--- config.mk ---
export PLATFORM = sky130hd
export DESIGN_NAME = serial_subtractor
export DESIGN_NICKNAME = d
export VERILOG_FILES = /design/src/rtl/serial_sub_pkg.sv /design/src/rtl/one_bit_full_subtractor.sv /design/src/rtl/serial_subtractor.sv
export SDC_FILE = /design/constraint.sdc
export NUM_CORES = 1
export LEC_CHECK = 0
export BUFFER_PORTS_ARGS = -buffer_cell sky130_fd_sc_hd__buf_4
export CORE_UTILIZATION = 50
export DETAILED_ROUTE_END_ITERATION = 16
export GPL_TIMING_DRIVEN = 0
export PLACE_DENSITY = 0.76
export SYNTH_ARGS = -nofsm -noshare
export SYNTH_HDL_FRONTEND = slang
export SYNTH_HIERARCHICAL = 1
export SYNTH_SLANG_ARGS = --single-unit
--- constraint.sdc ---
create_clock -name clk -period 2.7 [get_ports clk]
set_input_delay 0.81 -clock clk [delete_from_list [all_inputs] [get_ports clk]]
set_output_delay 0.81 -clock clk [all_outputs]
set_load 0.05 [all_outputs]
--- src/rtl/serial_sub_pkg.sv ---
// Shared types and helpers for the bit-serial subtractor.
package serial_sub_pkg;

  // Controller states: waiting, shifting bits through the cell, result just registered.
  typedef enum logic [1:0] {
    S_IDLE = 2'd0,
    S_RUN  = 2'd1,
    S_DONE = 2'd2
  } sub_state_t;

  // Bit counter width; one spare bit so the count can never wrap inside a run.
  function automatic int unsigned cnt_width(input int unsigned width);
    return $clog2(width) + 1;
  endfunction

endpackage

--- src/rtl/one_bit_full_subtractor.sv ---
// Single full-subtractor cell: d = x - y - bin, with borrow out.
module one_bit_full_subtractor (
  input  logic x,
  input  logic y,
  input  logic bin,
  output logic d,
  output logic bout
);

  // Difference is the three-way XOR; borrow when y (plus incoming borrow) exceeds x.
  always_comb begin
    d    = x ^ y ^ bin;
    bout = (~x & y) | (~(x ^ y) & bin);
  end

endmodule

--- src/rtl/serial_subtractor.sv ---
// Bit-serial two's-complement subtractor, LSB first, one bit per clock.
// A start/done handshake frames each operation; result registers hold between completions.
module serial_subtractor
  import serial_sub_pkg::*;
#(
  parameter int unsigned WIDTH = 4
) (
  input  logic             clk,
  input  logic             rst,
  input  logic             start,
  input  logic [WIDTH-1:0] a,
  input  logic [WIDTH-1:0] b,
  output logic             ready,
  output logic             busy,
  output logic             done,
  output logic [WIDTH-1:0] diff,
  output logic             borrow,
  output logic             overflow
);

  localparam int unsigned    CntW    = cnt_width(WIDTH);
  localparam logic [CntW-1:0] LastCnt = CntW'(WIDTH - 1);

  sub_state_t state_q, state_d;

  logic [WIDTH-1:0] a_sh_q, a_sh_d;
  logic [WIDTH-1:0] b_sh_q, b_sh_d;
  logic [WIDTH-1:0] d_sh_q, d_sh_d;
  logic             br_q, br_d;
  logic [CntW-1:0]  cnt_q, cnt_d;

  logic [WIDTH-1:0] diff_q, diff_d;
  logic             borrow_q, borrow_d;
  logic             overflow_q, overflow_d;

  logic bit_d;
  logic bit_bout;

  // The one shared cell always sees the current LSBs and the running borrow.
  one_bit_full_subtractor u_cell (
    .x    (a_sh_q[0]),
    .y    (b_sh_q[0]),
    .bin  (br_q),
    .d    (bit_d),
    .bout (bit_bout)
  );

  // Handshake outputs decoded from the current state.
  always_comb begin
    ready = 1'b0;
    busy  = 1'b0;
    done  = 1'b0;
    unique case (state_q)
      S_IDLE: ready = 1'b1;
      S_RUN:  busy  = 1'b1;
      S_DONE: begin
        ready = 1'b1;
        done  = 1'b1;
      end
      default: ready = 1'b0;
    endcase
  end

  // Next-state and datapath updates: load on accepted start, shift one bit per RUN cycle.
  always_comb begin
    state_d    = state_q;
    a_sh_d     = a_sh_q;
    b_sh_d     = b_sh_q;
    d_sh_d     = d_sh_q;
    br_d       = br_q;
    cnt_d      = cnt_q;
    diff_d     = diff_q;
    borrow_d   = borrow_q;
    overflow_d = overflow_q;

    unique case (state_q)
      S_IDLE, S_DONE: begin
        if (start) begin
          a_sh_d  = a;
          b_sh_d  = b;
          d_sh_d  = '0;
          br_d    = 1'b0;
          cnt_d   = '0;
          state_d = S_RUN;
        end else begin
          state_d = S_IDLE;
        end
      end

      S_RUN: begin
        a_sh_d = {1'b0, a_sh_q[WIDTH-1:1]};
        b_sh_d = {1'b0, b_sh_q[WIDTH-1:1]};
        d_sh_d = {bit_d, d_sh_q[WIDTH-1:1]};
        br_d   = bit_bout;
        cnt_d  = cnt_q + CntW'(1);
        if (cnt_q == LastCnt) begin
          state_d  = S_DONE;
          diff_d   = d_sh_d;
          borrow_d = bit_bout;
          // On the last bit the shifters' LSBs are the captured operand MSBs.
          overflow_d = (a_sh_q[0] ^ b_sh_q[0]) & (bit_d ^ a_sh_q[0]);
        end
      end

      default: state_d = S_IDLE;
    endcase
  end

  // State register; reset aborts any run in progress without a done pulse.
  always_ff @(posedge clk) begin
    if (rst) begin
      state_q <= S_IDLE;
    end else begin
      state_q <= state_d;
    end
  end

  // Shift registers, bit counter, borrow flop and held result registers.
  always_ff @(posedge clk) begin
    if (rst) begin
      a_sh_q     <= '0;
      b_sh_q     <= '0;
      d_sh_q     <= '0;
      br_q       <= 1'b0;
      cnt_q      <= '0;
      diff_q     <= '0;
      borrow_q   <= 1'b0;
      overflow_q <= 1'b0;
    end else begin
      a_sh_q     <= a_sh_d;
      b_sh_q     <= b_sh_d;
      d_sh_q     <= d_sh_d;
      br_q       <= br_d;
      cnt_q      <= cnt_d;
      diff_q     <= diff_d;
      borrow_q   <= borrow_d;
      overflow_q <= overflow_d;
    end
  end

  assign diff     = diff_q;
  assign borrow   = borrow_q;
  assign overflow = overflow_q;

endmodule

# Yosys cells after proc, flatten, opt, wreduce, memory -nomap -nowiden

Cells that the tools add are included.

Bits of input ports: 11
Bits in registers: 24
Output and inout bits: 9
Logic and storage cells: 45

Reductions and logical operators: 5
Multiplexer cells: 16
Add/subtract/negate cells: 1
Equality and inequality tests: 5
Bitwise logic cells: 9

Operators with widths:

| operator              | number |
|---|---|
| $pmux W4 S2           | 3 |
| $mux W4               | 3 |
| $pmux W3 S2           | 1 |
| $mux W1               | 5 |
| $pmux W2 S2           | 1 |
| $reduce_and A2 Y1     | 2 |
| $add A3 B1 Y3 const B | 1 |
| $and A1 B1 Y1         | 3 |
| $eq A3 B2 Y1 const B  | 1 |
| $mux W3               | 1 |
| $xor A1 B1 Y1         | 3 |
| $eq A2 B1 Y1 const B  | 1 |
| $eq A2 B2 Y1 const B  | 1 |
| $logic_not A2 Y1      | 1 |
| $mux W2               | 1 |
| $ne A2 B1 Y1 const B  | 1 |
| $ne A2 B2 Y1 const B  | 1 |
| $not A1 Y1            | 2 |
| $pmux W1 S2           | 1 |
| $reduce_bool A2 Y1    | 1 |
| $reduce_or A2 Y1      | 1 |
| $or A1 B1 Y1          | 1 |

# Depth between registers and ports, before layout

Depth after elaboration: 5
Gate-level depth with buffers: 6
Mapped depth without buffers: 5

# Hierarchy

Netlist, hierarchy kept.

Modules (own cells, without submodules):

| module                  | sequential area each (sq um) | cells an instance | instances | area an instance (sq um) |
|---|---|---|---|---|
| serial_subtractor       | 460.4                        | 115               | 1         | 1,033.5 |
| one_bit_full_subtractor | 0.0                          | 4                 | 1         | 31.3 |

# Worst setup path before layout

Ideal clock, no wire load.

Path type: flip-flop to output port
Start: register state_q[0]
End: output done
Setup slack: 849 ps
Arrival time: 1,041 ps
Cell stages (with the launch flop): 2
Data required time: 1,890 ps
Path through: dfxtp_1 -> nor2b_1

Cells in the longest elaborated chain, start to end: 2

Ends and longest elaborated chain:

| element                | line                     | source |
|---|---|---|
| from (decl)            | serial_subtractor.sv:24  | `sub_state_t state_q, state_d;` |
| from (signal assigned) | serial_subtractor.sv:114 | `state_q <= state_d;` |
| $eq A2 B2 Y1           | serial_subtractor.sv:53  | `unique case (state_q)` |
| $mux W1                | serial_subtractor.sv:53  |  |
| to (decl)              | serial_subtractor.sv:15  | `output logic done,` |

Every way passes these cells.

# Worst setup path in the final report

Start: register state_q[1]
End: output busy

Cells in the longest elaborated chain, start to end: 2

Ends and longest elaborated chain:

| element      | line                    | source |
|---|---|---|
| $eq A2 B1 Y1 | serial_subtractor.sv:53 |  |
| $mux W1      | serial_subtractor.sv:53 |  |
| to (decl)    | serial_subtractor.sv:14 | `output logic busy,` |

Every way passes these cells.

==> out/results.txt <==
clk_lat worst skew: 310 ps
max-slew violations: 0
GR Overflow Total: 0
Warnings, synthesis: 6
TritonCTS Sinks: 23
Final TNS setup: 0 ps
Hold EP: borrow$_SDFFE_PP0P_
Routed WL: 2.06 mm
final worst slack: 514 ps
Power Density: 506 nW/um2
final setup fails: 0
drt first pass iters: 4
Post-Syn Nets: 133
Mean Syn Cell Area: 8.95 um2
CP Launch Type: flop
All-Layer GR Usage: 0.214
Slew @ Worst Pin: 585 ps
Seq/Total Area, Yosys: 0.432
floorplan row count: 16
maximum vdd drop: 0.304 mV
DR iter-0 viols: 15
R2R Setup Slk: 1150 ps
crit path capture type: output pin
Die Area: 2320 um2
H-tree depth: 1
Slew HR: 0.610
Core ar.: 1980 um2
cell taking the most area after synthesis: dfxtp_1
overall power: 642 uW
post_cts resized: 0
chip width: 48.1 um
Cells after Synth: 119
worst slack at placement: 878 ps
Crit Path Max Fanout: 10
Synth Flop Type: dfxtp_1
Clock Skew: 1.49 ps
area delta synth->final: 19.2%
first-pass GRT wire length: 3.38 mm
height of the die: 48.1 um
reg2reg start: cnt_q[0]$_SDFFE_PP0P_
status: completed
worst hold start: borrow$_SDFFE_PP0P_
initial antenna violation count: 0
Post-CTS Setup Inserts: 0
total vias in the final route: 869
Post-Syn Area: 1060 um2
Fin. Hold Viols: 0
min cycle time layout: 2190 ps
share of layout cells above drive strength 1: 0.345
Worst EP required: 1890 ps
Post-synth top cells: dfxtp_1 (23), nand2_1 (23), nor2_1 (10), a21oi_2 (9), nand3_2 (9)
ant diodes: 0
Hold WC Path Type: reg2reg
maximum clock frequency: 0.457 GHz
Cell Area, Placed: 1240 um2
Fill cells: 186
CP arrival: 1380 ps
Area contributors post-synth: dfxtp_1 (43%), nand3_2 (8.5%), nand2_1 (8.1%)
CTS tree: done
fin nets: 157
number of synthesized register bits: 23
Via density: 5.14
unrepaired setup endpoints after global routing: no
WHS Path Cells: 2
Antenna Nets Post-Route: 0
Leak Pwr: 0.490 nW
final instance area: 1270 um2
Starting Density: 0.537
Final period util: 0.810
vias in the first global route: 780
CTS clock-pin slew for the worst setup and hold paths: 120 ps
r2r endpoint: diff[3]$_SDFFE_PP0P_
routability cong.: 0.729
HPWL Detailed: 1.48 mm
EDFF count, synth: 0
Crit Path Class: reg2out
CTS buffer count: 3
DRC Markers: 0
register area: 460 um2
I/O Buffers: 19
FF-to-FF path depth: 6
CTS Root Cell: clkbuf_4
area taken by multi-input logic gates: 520 um2
Netlist cell types: 24
io pins: 20
largest net degree at the start of global routing: 14
post-cts hold buffer count: 0
Synth top area share: 0.432
total of max-cap violations: 0
CTS max path bufs: 2
Async S/R FF share, synth: 0
drt wl/cell: 12.2 um
-- metrics by stage --
step,hold slack (ps),cells,utilization
4_1_cts,468,169,0.640
3_5_place_dp,450,165,0.626
2_1_floorplan,445,119,-
6_report,468,169,0.640
5_1_grt,492,169,0.640
3_3_place_gp,446,165,0.626
-- registers in the layout, indices dropped and copies added (netlist names) --
| name | count |
|---|---|
| br_q | 1 |
| b_sh_q | 4 |
| cnt_q | 3 |
| overflow | 1 |
| a_sh_q | 4 |
| borrow | 1 |
| diff | 4 |
| d_sh_q | 3 |
| state_q | 2 |
-- critical path, cell delays in order, from the launching register on --
cell and delay, ps:
dfxtp_1 360, nand2b_2 160, clkinv_1 140, buf_4 200, buf_4 190
-- cell type report --
cell class,count,area share
multi-input cells,81,0.410
clock inverters,1,0.00394
flip-flops and latches,23,0.363
plain buffers,9,0.0483
clock buffers,3,0.0178
well taps,27,0.0266
inverters,6,0.0178
repair buffers,19,0.112
-- cells by family after synthesis --
| logic type | after synthesis | share of synthesized area |
|---|---|---|
| DFF | 23 | 0.432 |
| and+or+nand+nor | 54 | 0.271 |
| AOI/OAI and AO/OA | 23 | 0.166 |
| buffers and inverters | 15 | 0.0787 |
| muxes | 1 | 0.00940 |
| adders and majority gates | 3 | 0.0423 |
-- where the power goes --
group	internal [mW]	leakage (nW)	total, mW	switching (mW)
clock network	0.0555	0.0177	0.161	0.106
registers	0.355	0.187	0.368	0.0126
logic	0.0459	0.285	0.113	0.0674
-- worst max-delay path by stage --
stage	start	endpoint	slack [ps]	cells past startpoint
after floorplan	state_q[0]$_SDFFE_PP0P_	done	850	1
after global routing	state_q[0]$_SDFFE_PP0P_	busy	420	4
after global placement	state_q[1]$_SDFFE_PP0P_	busy	870	4
final	state_q[1]$_SDFFE_PP0P_	busy	510	4
after CTS	state_q[1]$_SDFFE_PP0P_	busy	500	4
after detailed placement	state_q[0]$_SDFFE_PP0P_	busy	880	4
-- metal layers --
layer / vias to the layer above / GRT usage / share of wire
met5: - / 0 / 0
met4: 0 / 0.117 / 0.023
met3: 5 / 0.0333 / 0.026
met2: 12 / 0.341 / 0.47
met1: 409 / 0.276 / 0.48
li1: 443 / - / -
-- cell usage in the layout, fill, tap and decap left out, drive strengths merged --
| cell type | n |
|---|---|
| a211oi | 1 |
| a21oi | 15 |
| a311oi | 6 |
| buf | 28 |
| clkbuf | 3 |
| clkinv | 2 |
| dfxtp | 23 |
| fa | 1 |
| ha | 2 |
| inv | 5 |
| mux2i | 1 |
| nand2 | 23 |
| nand2b | 4 |
| nand3 | 13 |
| nand3b | 2 |
| nor2 | 10 |
| nor2b | 2 |
| o21a | 1 |
Power figures use the tool's default switching activity.
